### src/rtl/ltc2333_read_if.sv
// AXI-Stream beat bundle for the LTC2333 capture path.
// master drives data/valid/last; slave returns ready.
interface ltc2333_read_if;
  logic [31:0] m_axis_tdata;
  logic        m_axis_tvalid;
  logic        m_axis_tready;
  logic        m_axis_tlast;

  modport master (output m_axis_tdata, output m_axis_tvalid, output m_axis_tlast,
                  input  m_axis_tready);
  modport slave  (input  m_axis_tdata, input  m_axis_tvalid, input  m_axis_tlast,
                  output m_axis_tready);
endinterface

### src/rtl/ltc2333_read.sv
// LTC2333 readout capture: synchronizes scko/sdo per lane, deserializes 24-bit words,
// buffers them per lane and streams tagged beats in interleaved lane order.
//
// state   | meaning
// IDLE    | waiting for frame_start, scko edges ignored
// CAPTURE | lanes shifting in words, beats streamed as they become available
// DRAIN   | all words captured, emitting the remaining beats
module ltc2333_read #(
  parameter int N_LANES     = 2,
  parameter int WORD_BITS   = 24,
  parameter int MAX_WORDS   = 8,
  parameter int SYNC_STAGES = 2
) (
  input  logic               clk,
  input  logic               reset,
  input  logic               frame_start,
  input  logic [3:0]         n_words,
  input  logic [N_LANES-1:0] scko,
  input  logic [N_LANES-1:0] sdo,
  input  logic               clear_status,
  ltc2333_read_if.master     axis,
  output logic               busy,
  output logic               frame_done,
  output logic               extra_edge_err,
  output logic               start_err
);
  localparam int WIDX_W = $clog2(MAX_WORDS);
  localparam int WCNT_W = WIDX_W + 1;
  localparam int BIT_W  = $clog2(WORD_BITS);
  localparam int LANE_W = (N_LANES > 1) ? $clog2(N_LANES) : 1;

  typedef enum logic [1:0] {IDLE, CAPTURE, DRAIN} state_t;
  state_t state_q, state_d;

  logic [SYNC_STAGES-1:0][N_LANES-1:0] scko_pipe, sdo_pipe;
  logic [N_LANES-1:0] scko_prev, scko_s, sdo_s, edge_det;
  logic [N_LANES-1:0] lane_done, cap_edge, extra_edge;

  logic [WORD_BITS-1:0] shift_q   [N_LANES];
  logic [WORD_BITS-1:0] wr_data_q [N_LANES];
  logic [BIT_W-1:0]     bit_cnt_q [N_LANES];
  logic [WCNT_W-1:0]    word_cnt_q[N_LANES];
  logic [N_LANES-1:0]   wr_pend_q;
  logic [WORD_BITS-1:0] buf_mem   [N_LANES][MAX_WORDS];

  logic [WCNT_W-1:0] n_q, n_eff;
  logic [3:0]        frame_cnt_q;
  logic [LANE_W-1:0] rd_lane_q;
  logic [WIDX_W-1:0] rd_word_q;
  logic              issued_all_q;
  logic              tvalid_q, tlast_q;
  logic [31:0]       tdata_q;

  logic                 start_frame, all_done, avail_buf, avail_byp, load, rd_last;
  logic [WORD_BITS-1:0] rd_data;

  assign scko_s      = scko_pipe[SYNC_STAGES-1];
  assign sdo_s       = sdo_pipe[SYNC_STAGES-1];
  assign edge_det    = scko_s & ~scko_prev;
  assign start_frame = frame_start && (state_q == IDLE);

  always_comb begin
    lane_done  = '0;
    cap_edge   = '0;
    extra_edge = '0;
    for (int l = 0; l < N_LANES; l++) begin
      lane_done[l]  = (word_cnt_q[l] == n_q);
      cap_edge[l]   = edge_det[l] && (state_q != IDLE) && !lane_done[l];
      extra_edge[l] = edge_det[l] && (state_q != IDLE) && lane_done[l];
    end
  end
  assign all_done = &lane_done;

  always_comb begin
    n_eff = WCNT_W'(n_words);
    if (n_words == 4'd0 || 32'(n_words) > MAX_WORDS) n_eff = WCNT_W'(MAX_WORDS);
  end

  always_ff @(posedge clk or posedge reset) begin
    if (reset) begin
      scko_pipe <= '0;
      sdo_pipe  <= '0;
      scko_prev <= '0;
    end else begin
      scko_pipe <= {scko_pipe[SYNC_STAGES-2:0], scko};
      sdo_pipe  <= {sdo_pipe[SYNC_STAGES-2:0], sdo};
      scko_prev <= scko_s;
    end
  end

  // Completed word is latched on its last edge and committed to the buffer one cycle later.
  always_ff @(posedge clk or posedge reset) begin
    if (reset) begin
      wr_pend_q <= '0;
      for (int l = 0; l < N_LANES; l++) begin
        shift_q[l]    <= '0;
        wr_data_q[l]  <= '0;
        bit_cnt_q[l]  <= '0;
        word_cnt_q[l] <= '0;
      end
    end else begin
      for (int l = 0; l < N_LANES; l++) begin
        if (start_frame) begin
          bit_cnt_q[l]  <= '0;
          word_cnt_q[l] <= '0;
          wr_pend_q[l]  <= 1'b0;
        end else begin
          wr_pend_q[l] <= 1'b0;
          if (wr_pend_q[l]) word_cnt_q[l] <= word_cnt_q[l] + WCNT_W'(1);
          if (cap_edge[l]) begin
            shift_q[l] <= {shift_q[l][WORD_BITS-2:0], sdo_s[l]};
            if (bit_cnt_q[l] == BIT_W'(WORD_BITS-1)) begin
              bit_cnt_q[l] <= '0;
              wr_pend_q[l] <= 1'b1;
              wr_data_q[l] <= {shift_q[l][WORD_BITS-2:0], sdo_s[l]};
            end else begin
              bit_cnt_q[l] <= bit_cnt_q[l] + BIT_W'(1);
            end
          end
        end
      end
    end
  end

  always_ff @(posedge clk) begin
    for (int l = 0; l < N_LANES; l++)
      if (wr_pend_q[l]) buf_mem[l][word_cnt_q[l][WIDX_W-1:0]] <= wr_data_q[l];
  end

  // A word being committed this cycle is forwarded so the beat appears the next cycle.
  assign avail_buf = word_cnt_q[rd_lane_q] > {1'b0, rd_word_q};
  assign avail_byp = wr_pend_q[rd_lane_q] && (word_cnt_q[rd_lane_q] == {1'b0, rd_word_q});
  assign rd_data   = avail_buf ? buf_mem[rd_lane_q][rd_word_q] : wr_data_q[rd_lane_q];
  assign rd_last   = (rd_lane_q == LANE_W'(N_LANES-1)) && ({1'b0, rd_word_q} == n_q - WCNT_W'(1));
  assign load      = (state_q != IDLE) && !issued_all_q && (avail_buf || avail_byp) &&
                     (!tvalid_q || axis.m_axis_tready);
  assign frame_done = tvalid_q && axis.m_axis_tready && tlast_q;

  always_ff @(posedge clk or posedge reset) begin
    if (reset) begin
      n_q          <= '0;
      frame_cnt_q  <= '0;
      rd_lane_q    <= '0;
      rd_word_q    <= '0;
      issued_all_q <= 1'b0;
      tvalid_q     <= 1'b0;
      tlast_q      <= 1'b0;
      tdata_q      <= '0;
    end else begin
      if (start_frame) begin
        n_q          <= n_eff;
        rd_lane_q    <= '0;
        rd_word_q    <= '0;
        issued_all_q <= 1'b0;
      end else if (load) begin
        if (rd_last) issued_all_q <= 1'b1;
        if (rd_lane_q == LANE_W'(N_LANES-1)) begin
          rd_lane_q <= '0;
          rd_word_q <= rd_word_q + WIDX_W'(1);
        end else begin
          rd_lane_q <= rd_lane_q + LANE_W'(1);
        end
      end
      if (load) begin
        tvalid_q <= 1'b1;
        tlast_q  <= rd_last;
        tdata_q  <= {frame_cnt_q, rd_lane_q, rd_word_q, rd_data};
      end else if (axis.m_axis_tready) begin
        tvalid_q <= 1'b0;
        tlast_q  <= 1'b0;
      end
      if (frame_done) frame_cnt_q <= frame_cnt_q + 4'd1;
    end
  end

  always_ff @(posedge clk or posedge reset) begin
    if (reset) begin
      state_q        <= IDLE;
      extra_edge_err <= 1'b0;
      start_err      <= 1'b0;
    end else begin
      state_q        <= state_d;
      extra_edge_err <= (|extra_edge) || (extra_edge_err && !clear_status);
      start_err      <= (frame_start && state_q != IDLE) || (start_err && !clear_status);
    end
  end

  // The final handshake can land while still in CAPTURE when the last word is forwarded.
  always_comb begin
    state_d = state_q;
    case (state_q)
      IDLE:    if (frame_start) state_d = CAPTURE;
      CAPTURE: if (frame_done) state_d = IDLE;
               else if (all_done) state_d = DRAIN;
      DRAIN:   if (frame_done) state_d = IDLE;
      default: state_d = IDLE;
    endcase
  end

  assign busy               = (state_q != IDLE);
  assign axis.m_axis_tvalid = tvalid_q;
  assign axis.m_axis_tdata  = tdata_q;
  assign axis.m_axis_tlast  = tlast_q;
endmodule

### src/flat_wrapper.sv
// flat-port wrapper written by rule: the top's interface ports become plain ports
module ltc2333_read_flat 
#(
  parameter int N_LANES     = 2,
  parameter int WORD_BITS   = 24,
  parameter int MAX_WORDS   = 8,
  parameter int SYNC_STAGES = 2
)
  (clk, reset, frame_start, n_words, scko, sdo, clear_status, busy, frame_done, extra_edge_err, start_err, axis_m_axis_tdata, axis_m_axis_tvalid, axis_m_axis_tlast, axis_m_axis_tready);
  ltc2333_read_if axis_i ();
  input  logic clk;
  input  logic reset;
  input  logic frame_start;
  input  logic [3:0] n_words;
  input  logic [N_LANES-1:0] scko;
  input  logic [N_LANES-1:0] sdo;
  input  logic clear_status;
  output logic busy;
  output logic frame_done;
  output logic extra_edge_err;
  output logic start_err;
  output wire logic [$bits(axis_i.m_axis_tdata)-1:0] axis_m_axis_tdata;
  output wire logic [$bits(axis_i.m_axis_tvalid)-1:0] axis_m_axis_tvalid;
  output wire logic [$bits(axis_i.m_axis_tlast)-1:0] axis_m_axis_tlast;
  input wire logic [$bits(axis_i.m_axis_tready)-1:0] axis_m_axis_tready;
  assign axis_m_axis_tdata = axis_i.m_axis_tdata;
  assign axis_m_axis_tvalid = axis_i.m_axis_tvalid;
  assign axis_m_axis_tlast = axis_i.m_axis_tlast;
  assign axis_i.m_axis_tready = axis_m_axis_tready;
  ltc2333_read #(.N_LANES(N_LANES), .WORD_BITS(WORD_BITS), .MAX_WORDS(MAX_WORDS), .SYNC_STAGES(SYNC_STAGES)) u_core (.clk(clk), .reset(reset), .frame_start(frame_start), .n_words(n_words), .scko(scko), .sdo(sdo), .clear_status(clear_status), .axis(axis_i), .busy(busy), .frame_done(frame_done), .extra_edge_err(extra_edge_err), .start_err(start_err));
endmodule
### config.mk
export PLATFORM = sky130hd
export DESIGN_NAME = ltc2333_read_flat
export DESIGN_NICKNAME = d
export VERILOG_FILES = /design/src/rtl/ltc2333_read_if.sv /design/src/rtl/ltc2333_read.sv /design/src/flat_wrapper.sv
export SDC_FILE = /design/constraint.sdc
export NUM_CORES = 1
export LEC_CHECK = 0
export CORE_MARGIN = 2
export CORE_UTILIZATION = 25
export DETAILED_ROUTE_END_ITERATION = 16
export GPL_ROUTABILITY_DRIVEN = 0
export SYNTH_ARGS = -nofsm -noshare
export SYNTH_HDL_FRONTEND = slang
export SYNTH_SLANG_ARGS = --single-unit
### constraint.sdc
create_clock -name clk -period 5.5 [get_ports clk]
set_input_delay 1.1 -clock clk [delete_from_list [all_inputs] [get_ports clk]]
set_output_delay 1.1 -clock clk [all_outputs]
set_load 0.005 [all_outputs]
## After elaboration in Yosys (flattened, before gate mapping)

Memories as Yosys holds them, arrays and structs flattened.
Index checks and enable logic that the tools add are counted.

- RAM bits: 384
- Register bits after elaboration: 175
- Logic and storage cells: 164
- Input bits: 13
- Memories kept: 1
- Output and inout bits: 38

Memory list:

| name | words | bits a word | rd ports | clocked after Yosys merged registers in | write ports | line | RTL |
|---|---|---|---|---|---|---|---|
| u_core.buf_mem | 2 | 192 | 1 | 0 | 2 | ltc2333_read.sv:44 | `logic [WORD_BITS-1:0] buf_mem [N_LANES][MAX_WORDS];` |

- Add/sub/neg operators: 8
- Eq/ne operators: 11
- Reduce and logical (&&, ||, !) cells: 49
- $lt $le $gt $ge: 9
- Multiplexer cells: 54
- Bitwise gates (word level): 7

Operators by type and width:

| operator | number |
|---|---|
| $mux W192 | 2 |
| $mux W24 | 8 |
| $demux W24 S3 | 2 |
| $bmux W24 S3 | 1 |
| $mux W4 | 8 |
| $mux W5 | 6 |
| $logic_and A1 B1 Y1 | 19 |
| $mux W1 | 19 |
| $reduce_bool A2 Y1 | 9 |
| $add A4 B1 Y4 const B | 3 |
| $ge A4 B4 Y1 const B | 3 |
| $not A3 Y4 | 3 |
| $add A5 B1 Y5 const B | 2 |
| $eq A5 B5 Y1 const B | 2 |
| $reduce_and A2 Y1 | 5 |
| $mux W3 | 3 |
| $reduce_and A3 Y1 | 3 |
| $eq A4 B4 Y1 | 2 |
| $lt A4 B1 Y1 const B | 2 |
| $mux W2 | 4 |
| $pmux W2 S3 | 1 |
| $logic_not A1 Y1 | 5 |
| $logic_or A1 B1 Y1 | 5 |
| $eq A3 B4 Y1 | 1 |
| 19 further kinds | 20 |

## Logic depth before layout (Yosys ltp)

Gate-level depths: netlist of the first run.

- Word-level depth: 11
- Gate-level depth with buffers: 12
- Gate-level depth less buffers: 7

## Worst setup path before layout of the first run

No wires, ideal clock.

- Kind: flip-flop to flip-flop
- Start: register u_core.rd_lane_q
- End: register u_core.tdata_q[24], in the netlist u_core.axis.m_axis_tdata[24]
- Path buffers: 5
- Clock period less this slack: 3.184 ns
- Path slack: 2.316 ns
- Library setup time: 0.127 ns
- Stages on the path, launching flop included: 13
- Data arrival time: 3.056 ns
- Cell sequence: dfrtp_1 buf_2 buf_2 buf_2 mux2_2 ha_1 nor2b_1 o21a_1 nor3b_1 or2_1 buf_2 buf_4 mux2_1

- Word-level cells in the longest chain between the ends: 9
- Elaborated cells between the ends (all ways): 12

RTL lines:

| what | line | RTL |
|---|---|---|
| start, declared | ltc2333_read.sv:48 | `logic [LANE_W-1:0] rd_lane_q;` |
| start signal, assigned | ltc2333_read.sv:161 | `rd_lane_q <= rd_lane_q + LANE_W'(1);` |
| parallel branches: the longest is 6 deep, another holds $gt A4 B3 Y1 | -- |  |
| $logic_or A1 B1 Y1 * | ltc2333_read.sv:135 | `assign load = (state_q != IDLE) && !issued_all_q && (avail_buf \|\| avail_byp) &&` |
| $logic_and A1 B1 Y1 * (2 in series) | ltc2333_read.sv:135 |  |
| end signal, assigned | ltc2333_read.sv:167 | `tdata_q <= {frame_cnt_q, rd_lane_q, rd_word_q, rd_data};` |
| end, declared | ltc2333_read.sv:52 | `logic [31:0] tdata_q;` |

Mark *: on every way between the ends. The select of a mux whose other input is x is not followed.
A chain may end at the register's enable or synchronous reset.

## Worst setup path after layout of the first run

- Start: input axis_m_axis_tready
- End: output frame_done

- Word-level cells in the longest chain between the ends: 2

RTL lines:

| what | line | RTL |
|---|---|---|
| start, declared | flat_wrapper.sv:25 | `input wire logic [$bits(axis_i.m_axis_tready)-1:0] axis_m_axis_tready;` |
| $logic_and A1 B1 Y1 (2 in series) | ltc2333_read.sv:137 | `assign frame_done = tvalid_q && axis.m_axis_tready && tlast_q;` |
| end, declared | flat_wrapper.sv:19 | `output logic frame_done;` |

No other way between the ends.

==> results of run 1 <==
-- layer usage --
layer / global-route usage [%] / part of all wire [%]
met2: 20.9 / 52
met4: 3.36 / 2.2
met1: 14.5 / 41
met3: 1.76 / 4.3
met5: 0 / 0
-- flip-flops by register name, indices dropped and copies added (netlist names), 2 cells and up --
name	flops
u_core.n_q	4
u_core.wr_data_q	48
u_core.axis.m_axis_tdata	32
u_core.wr_pend_q	2
u_core.buf_mem	384
u_core.scko_prev	2
u_core.scko_s	2
u_core.bit_cnt_q	10
u_core.state_q	2
u_core.shift_q	46
u_core.sdo_pipe	2
u_core.scko_pipe	2
u_core.word_cnt_q	8
u_core.rd_word_q	3
u_core.frame_cnt_q	4
u_core.sdo_s	2
-- worst max-delay path, delay by kind of cell --
family | cells | cell delay, ns
simple gates | 1 | 0.14
buf+inv | 3 | 1.22
-- power by group --
group,total (mW),leakage (nW),switching (mW),internal [mW]
clock,3.73,0.882,1.58,2.15
combinational,2.41,2.22,1.22,1.18
sequential,5.00,5.90,0.306,4.69
-- metrics by stage --
stage	hold WS [ns]	setup slack [ns]
after floorplan	0.331	2.16
after global placement	0.332	1.95
after detailed placement	0.336	1.93
after CTS	0.349	1.93
after global routing	0.351	1.86
final	0.346	1.94
-- cells by family (layout without fill, tap and decap cells) --
logic type / count (synthesis) / in the layout / share of synthesized area [%]
flip-flops: 559 / 559 / 72.2
AND/OR/NAND/NOR: 136 / 136 / 3.30
buffers and inverters: 83 / 194 / 1.87
multiplexers: 231 / 231 / 16.9
adder cells (fa/ha/maj): 10 / 10 / 0.568
AO/OA/AOI/OAI: 129 / 129 / 4.28
XOR/XNOR: 23 / 23 / 0.914
-- cells in the final DEF, fill, tap and decap left out, types with 14 or more instances in the layout --
cell type / netlist / routed
edfxtp_1: 384 / 384
dfrtp_1: 175 / 173
mux4_2: 96 / 96
clkbuf_16: 0 / 57
mux2_1: 52 / 52
clkdlybuf4s50_1: 0 / 50
a22oi_1: 49 / 49
mux2_2: 33 / 33
mux2i_1: 31 / 31
nand3_1: 31 / 31
buf_4: 2 / 29
a22o_1: 25 / 25
nand2_1: 24 / 24
a211oi_1: 24 / 24
mux2_4: 19 / 19
nor2_1: 28 / 14
-- area by class of cell --
| class | count | area (sq um) |
|---|---|---|
| fillers | 8577 | 61200 |
| flip-flops and latches | 559 | 15900 |
| multi-input cells | 529 | 5840 |
| clock buffers | 78 | 1590 |
| well taps | 1155 | 1450 |
| repair buffers | 81 | 758 |
| clock inverters | 23 | 210 |
| inverters | 12 | 48.8 |
-- worst max path at each step --
stage	start	to	slack (ns)	depth (start not counted)
floorplan	reset	u_core.axis.m_axis_tdata[0]	2.16	1
global placement	axis_m_axis_tready	frame_done	1.95	4
detailed placement	axis_m_axis_tready	frame_done	1.93	4
CTS	axis_m_axis_tready	frame_done	1.93	4
global route	axis_m_axis_tready	frame_done	1.86	4
finish	axis_m_axis_tready	frame_done	1.94	4
==> flow_summary.yaml, run 1 <==
critical_path:
  critical_path.slowest_cell: "clkdlybuf4s50_1"
  crit_path_max_incr_delay_ns: 0.54
  path_class: "in2out"
  worst_setup_path_start_kind: "input port"
  path_max_fanout: 6
  rr_startpoint: "u_core.rd_word_q[1]"
  r2r_slack_ns: 2.13
  end_kind: "primary output"
  path_cells: "clkdlybuf4s50_1 > nand3_1 > inv_1 > clkdlybuf4s50_1"
  reg2reg_to: "u_core.axis.m_axis_tdata[9]"
  reg2reg_depth: 8
  cp.arrival_ns: 2.46
  crit_path_frequent_cell: "clkdlybuf4s50_1"
  worstPathRequired_ns: 4.40
pwr:
  total_power_mw: 11.1
  vdd_ir_drop_max_v: 0.000302
  p_per_area_nw_per_um2: 432
  p_leak_nw: 9.00
die:
  ios: 51
  die-height_um: 301
  die_width_um: 301
  start_util_pct: 25.3
  core_region_area_sq_um: 87000
  design.die.area_sq_um: 90500
  rows: 108
placed_design:
  dp_cells: 2336
  placedInstanceArea_sq_um: 24000
  port_buffers: 50
  hpwl_mm: 29.0
worst_hold_path:
  holdPathEnd: "u_core.sdo_s[0]"
  worst_hold_path_type: "reg2reg"
  hold_depth: 0
  hold_start: "u_core.sdo_pipe[0]"
layout:
  areaGrowthSynthToFinish_pct: 17.1
  fin_cells: 2437
  final_layout_size_suffix_gt1_share_pct: 23.0
  final_core_util_pct: 29.7
  antenna_cells: 0
  nets: 1260
  fin_area_sq_um: 25800
synthesis:
  synthDominantCellAreaShare_pct: 52.3
  synth_flop_cell: "edfxtp_1"
  yosys.cell_count.top_type: "edfxtp_1"
  synth_commonest_cells: "384 x edfxtp_1, 175 x dfrtp_1, 96 x mux4_2"
  synthCells: 1171
  ys_warn_count: 0
  synthTopCellsByArea: "edfxtp_1 52%, dfrtp_1 20%, mux4_2 9.8%"
  synth_edf_count: 384
  ys_seq_elements: 559
  syn-cell-area_sq_um: 22000
  synth_fp_nets: 1194
  synth_top_cell_by_area: "edfxtp_1"
  synth.avg_cell_area_sq_um: 18.8
  async_reset_ff_share_pct: 31.3
  synth.distinct_cells: 51
  ys_seq_area_share_pct: 72.2
route:
  routedWlPerCell_um: 21.5
  via_per_inst: 4.53
  vias: 11000
  final_antenna_net_count: 0
  dr.pass1.iters: 5
  wirelength_mm: 52.4
  drc: 0
  drtIter0Drc: 884
sta:
  maxSlewHeadroom_pct: 25.5
  post-route-period-util_pct: 64.7
  tightest_slew_ns: 1.12
  maxSlewViolCount: 0
  fmax_ghz: 0.281
  finClkSkew_ns: 0.0176
  rsz0062_at_grt: "no"
  final_hold_viol_count: 0
  final-setup-viol-count: 0
  fin_crit_ns: 3.56
  fin_setup_tns_ns: 0
clock_network:
  clockBufferDepth: 3
  cts_setup_buffers: 0
  cts_resized: 0
  clock_latency_ns: 0.61
  cts_tree: "yes"
  clkSlewWorstSetupHoldPaths_ns: 0.06
  cts-hold-fix-buffers: 0
  htreeDepth: 2
  cts_sinks: 559
  root_buffer: "clkbuf_16"
  cts_buffers: 54
run:
  cap_violations: 0
global_routing:
  antenna_found_initial: 0
  grt_max_degree: 126
  gr-usage-all-layers_pct: 11.7
  grt_first_pass_wirelength_mm: 78.8
  grt_pass1_vias: 11800
  grt-ovfl-total: 0
status:
  outcome: "finished clean"
No activity file was read; power rests on OpenSTA's default activity.
==> run 2: changes to the inputs <==
Clock period 5.5 ns to 3.05 ns, I/O delays scaled along.
==> run 2 against run 1 <==
- clock-buffer cell count is 1 higher
- largest cell class unchanged
- clock skew down 0.0079 ns
- combinational power grew 93%
- worst hold slack about the same
- final cell count increased by 0.74%
- die area did not move
- flip-flop and latch count stayed put
==> flow_summary.yaml, run 2 (synthesis gave the netlist of run 1 again) <==
clock_network:
  htreeDepth: 2
  clockBufferDepth: 3
  cts_sinks: 559
  cts-hold-fix-buffers: 0
  clkSlewWorstSetupHoldPaths_ns: 0.06
  root_buffer: "clkbuf_16"
  clock_latency_ns: 0.59
  cts_tree: "yes"
  cts_buffers: 54
sta:
  tightest_slew_ns: 1.17
  maxSlewViolCount: 0
  fin_crit_ns: 2.97
  final-setup-viol-count: 0
  rsz0062_at_grt: "no"
  final_hold_viol_count: 0
  finClkSkew_ns: 0.00976
  fmax_ghz: 0.336
  fin_setup_tns_ns: 0
  post-route-period-util_pct: 97.5
  maxSlewHeadroom_pct: 21.9
die:
  ios: 51
  die-height_um: 301
  die_width_um: 301
  start_util_pct: 25.3
  design.die.area_sq_um: 90500
  core_region_area_sq_um: 87000
  rows: 108
layout:
  antenna_cells: 0
  areaGrowthSynthToFinish_pct: 18.7
  nets: 1277
  final_core_util_pct: 30.1
  final_layout_size_suffix_gt1_share_pct: 24.2
  final_cell_mix: "384 x edfxtp_1, 173 x dfrtp_1, 96 x mux4_2"
  largest_register_ffs: 384
  final_common_cell: "edfxtp_1"
placed_design:
  hpwl_mm: 29.3
  port_buffers: 50
run:
  cap_violations: 0
critical_path:
  end_kind: "flip-flop"
  path_class: "reg2reg"
  path_max_fanout: 32
  worstPathRequired_ns: 3.53
  worst_setup_path_start_kind: "flip-flop"
  cp.arrival_ns: 3.45
pwr:
  swShare_pct: 27.3
  power_frac_comb_pct: 22.6
  clockPowerShare_pct: 34.2
  vdd_ir_drop_max_v: 0.000504
  internal-power_mw: 15.0
  p_per_area_nw_per_um2: 787
  p_switching_mw: 5.62
  p_leak_nw: 9.17
  pwr-share-seq_pct: 43.2
global_routing:
  met3_usage_pct: 1.74
  grt_pass1_vias: 12000
  gr-max-usage-layer: "met2"
  gr-usage-all-layers_pct: 11.6
  use_met1_pct: 14.7
  grt_first_pass_wirelength_mm: 78.7
  grt_max_degree: 125
  met2_usage_pct: 20.5
  grt-ovfl-total: 0
  antenna_found_initial: 0
route:
  drc: 0
  routedWlPerCell_um: 21.4
  wirelength_mm: 52.6
  final_antenna_net_count: 0
  drtIter0Drc: 966
  dr.pass1.iters: 5
  vias: 11200
  via_per_inst: 4.58
worst_hold_path:
  worst_hold_path_type: "reg2reg"
status:
  outcome: "finished clean"
==> run 2: changes by cell type in the layout (fill, tap and decap cells not counted), sizes merged <==
cell	delta
buf	+17
bufinv	+4
clkinv	-3
clkinvlp	-2
clkbuf	+1
inv	+1
==> run 2: worst paths after layout <==
check / from / end / slack (ns) / depth (start not counted)
min in group asynchronous: reset / u_core.scko_prev[0] / 0.41 / 2
worst min-delay path: u_core.scko_pipe[1] / u_core.scko_s[1] / 0.35 / 0
worst max register to register: u_core.rd_lane_q / u_core.rd_word_q[1] / 0.08 / 7
worst max-delay path: u_core.rd_lane_q / u_core.rd_word_q[1] / 0.08 / 7
max in group asynchronous: reset / u_core.wr_data_q[12] / 1.91 / 3
worst min register to register: u_core.scko_pipe[1] / u_core.scko_s[1] / 0.35 / 0
==> run 2: power groups by stage <==
stage / clock network, mW / logic (mW) / registers (mW)
global route: 7.45 / 5.00 / 8.94
floorplan: 0 / 3.13 / 8.84
finish: 7.05 / 4.64 / 8.89
global placement: 0 / 4.65 / 9.04
detailed placement: 0 / 4.71 / 9.05
CTS: 7.18 / 4.72 / 8.90
==> run 2: routing by layer <==
| metal | vias to the layer above | wire (um) |
|---|---|---|
| li1 | 4826 | - |
| met1 | 5994 | 21500 |
| met2 | 338 | 27100 |
| met3 | 89 | 2580 |
| met4 | 0 | 1400 |
| met5 | - | 0 |
==> run 2: worst max-delay path, cell delays in order (launching register included) <==
cell	delay, ns
dfrtp_4	0.47
mux2_2	0.35
ha_1	0.30
nand4_1	0.29
nor3b_4	0.28
buf_4	0.28
or3b_1	0.54
mux2_1	0.35
==> run 2: what timing repair did <==
action	in CTS	in global routing
gates resized for setup	0	1
endpoints found under the setup margin	0	6
setup buffers	0	0
==> run 2: final cells by class <==
class,instances,area (sq um)
multi-input combinational,529,5850
clock inverter,23,314
timing repair buffer,98,986
fill,8493,60900
tap,1155,1450
sequential,559,15900
inverter,12,48.8
clock buffer,79,1590
==> run 2: metrics by stage <==
stage                     instances  worst slack (ns)  power (mW)  hold slack, ns  cell area, sq um
after floorplan                1171            0.0483        12.0           0.331             22000
after global placement         2353             0.143        13.7           0.333             24200
after detailed placement       2353            0.0952        13.8           0.336             24200
after CTS                      2455            0.0657        20.8           0.350             26200
after global routing           2455           0.00279        21.4           0.353             26200
final                          2455            0.0758        20.6           0.347             26200
==> run 3: changes to the inputs <==
Settings changed: SKIP_CTS_REPAIR_TIMING set to 1.
==> results of run 3 <==
No change in the layout: final DEF, timing and power equal those of run 2.
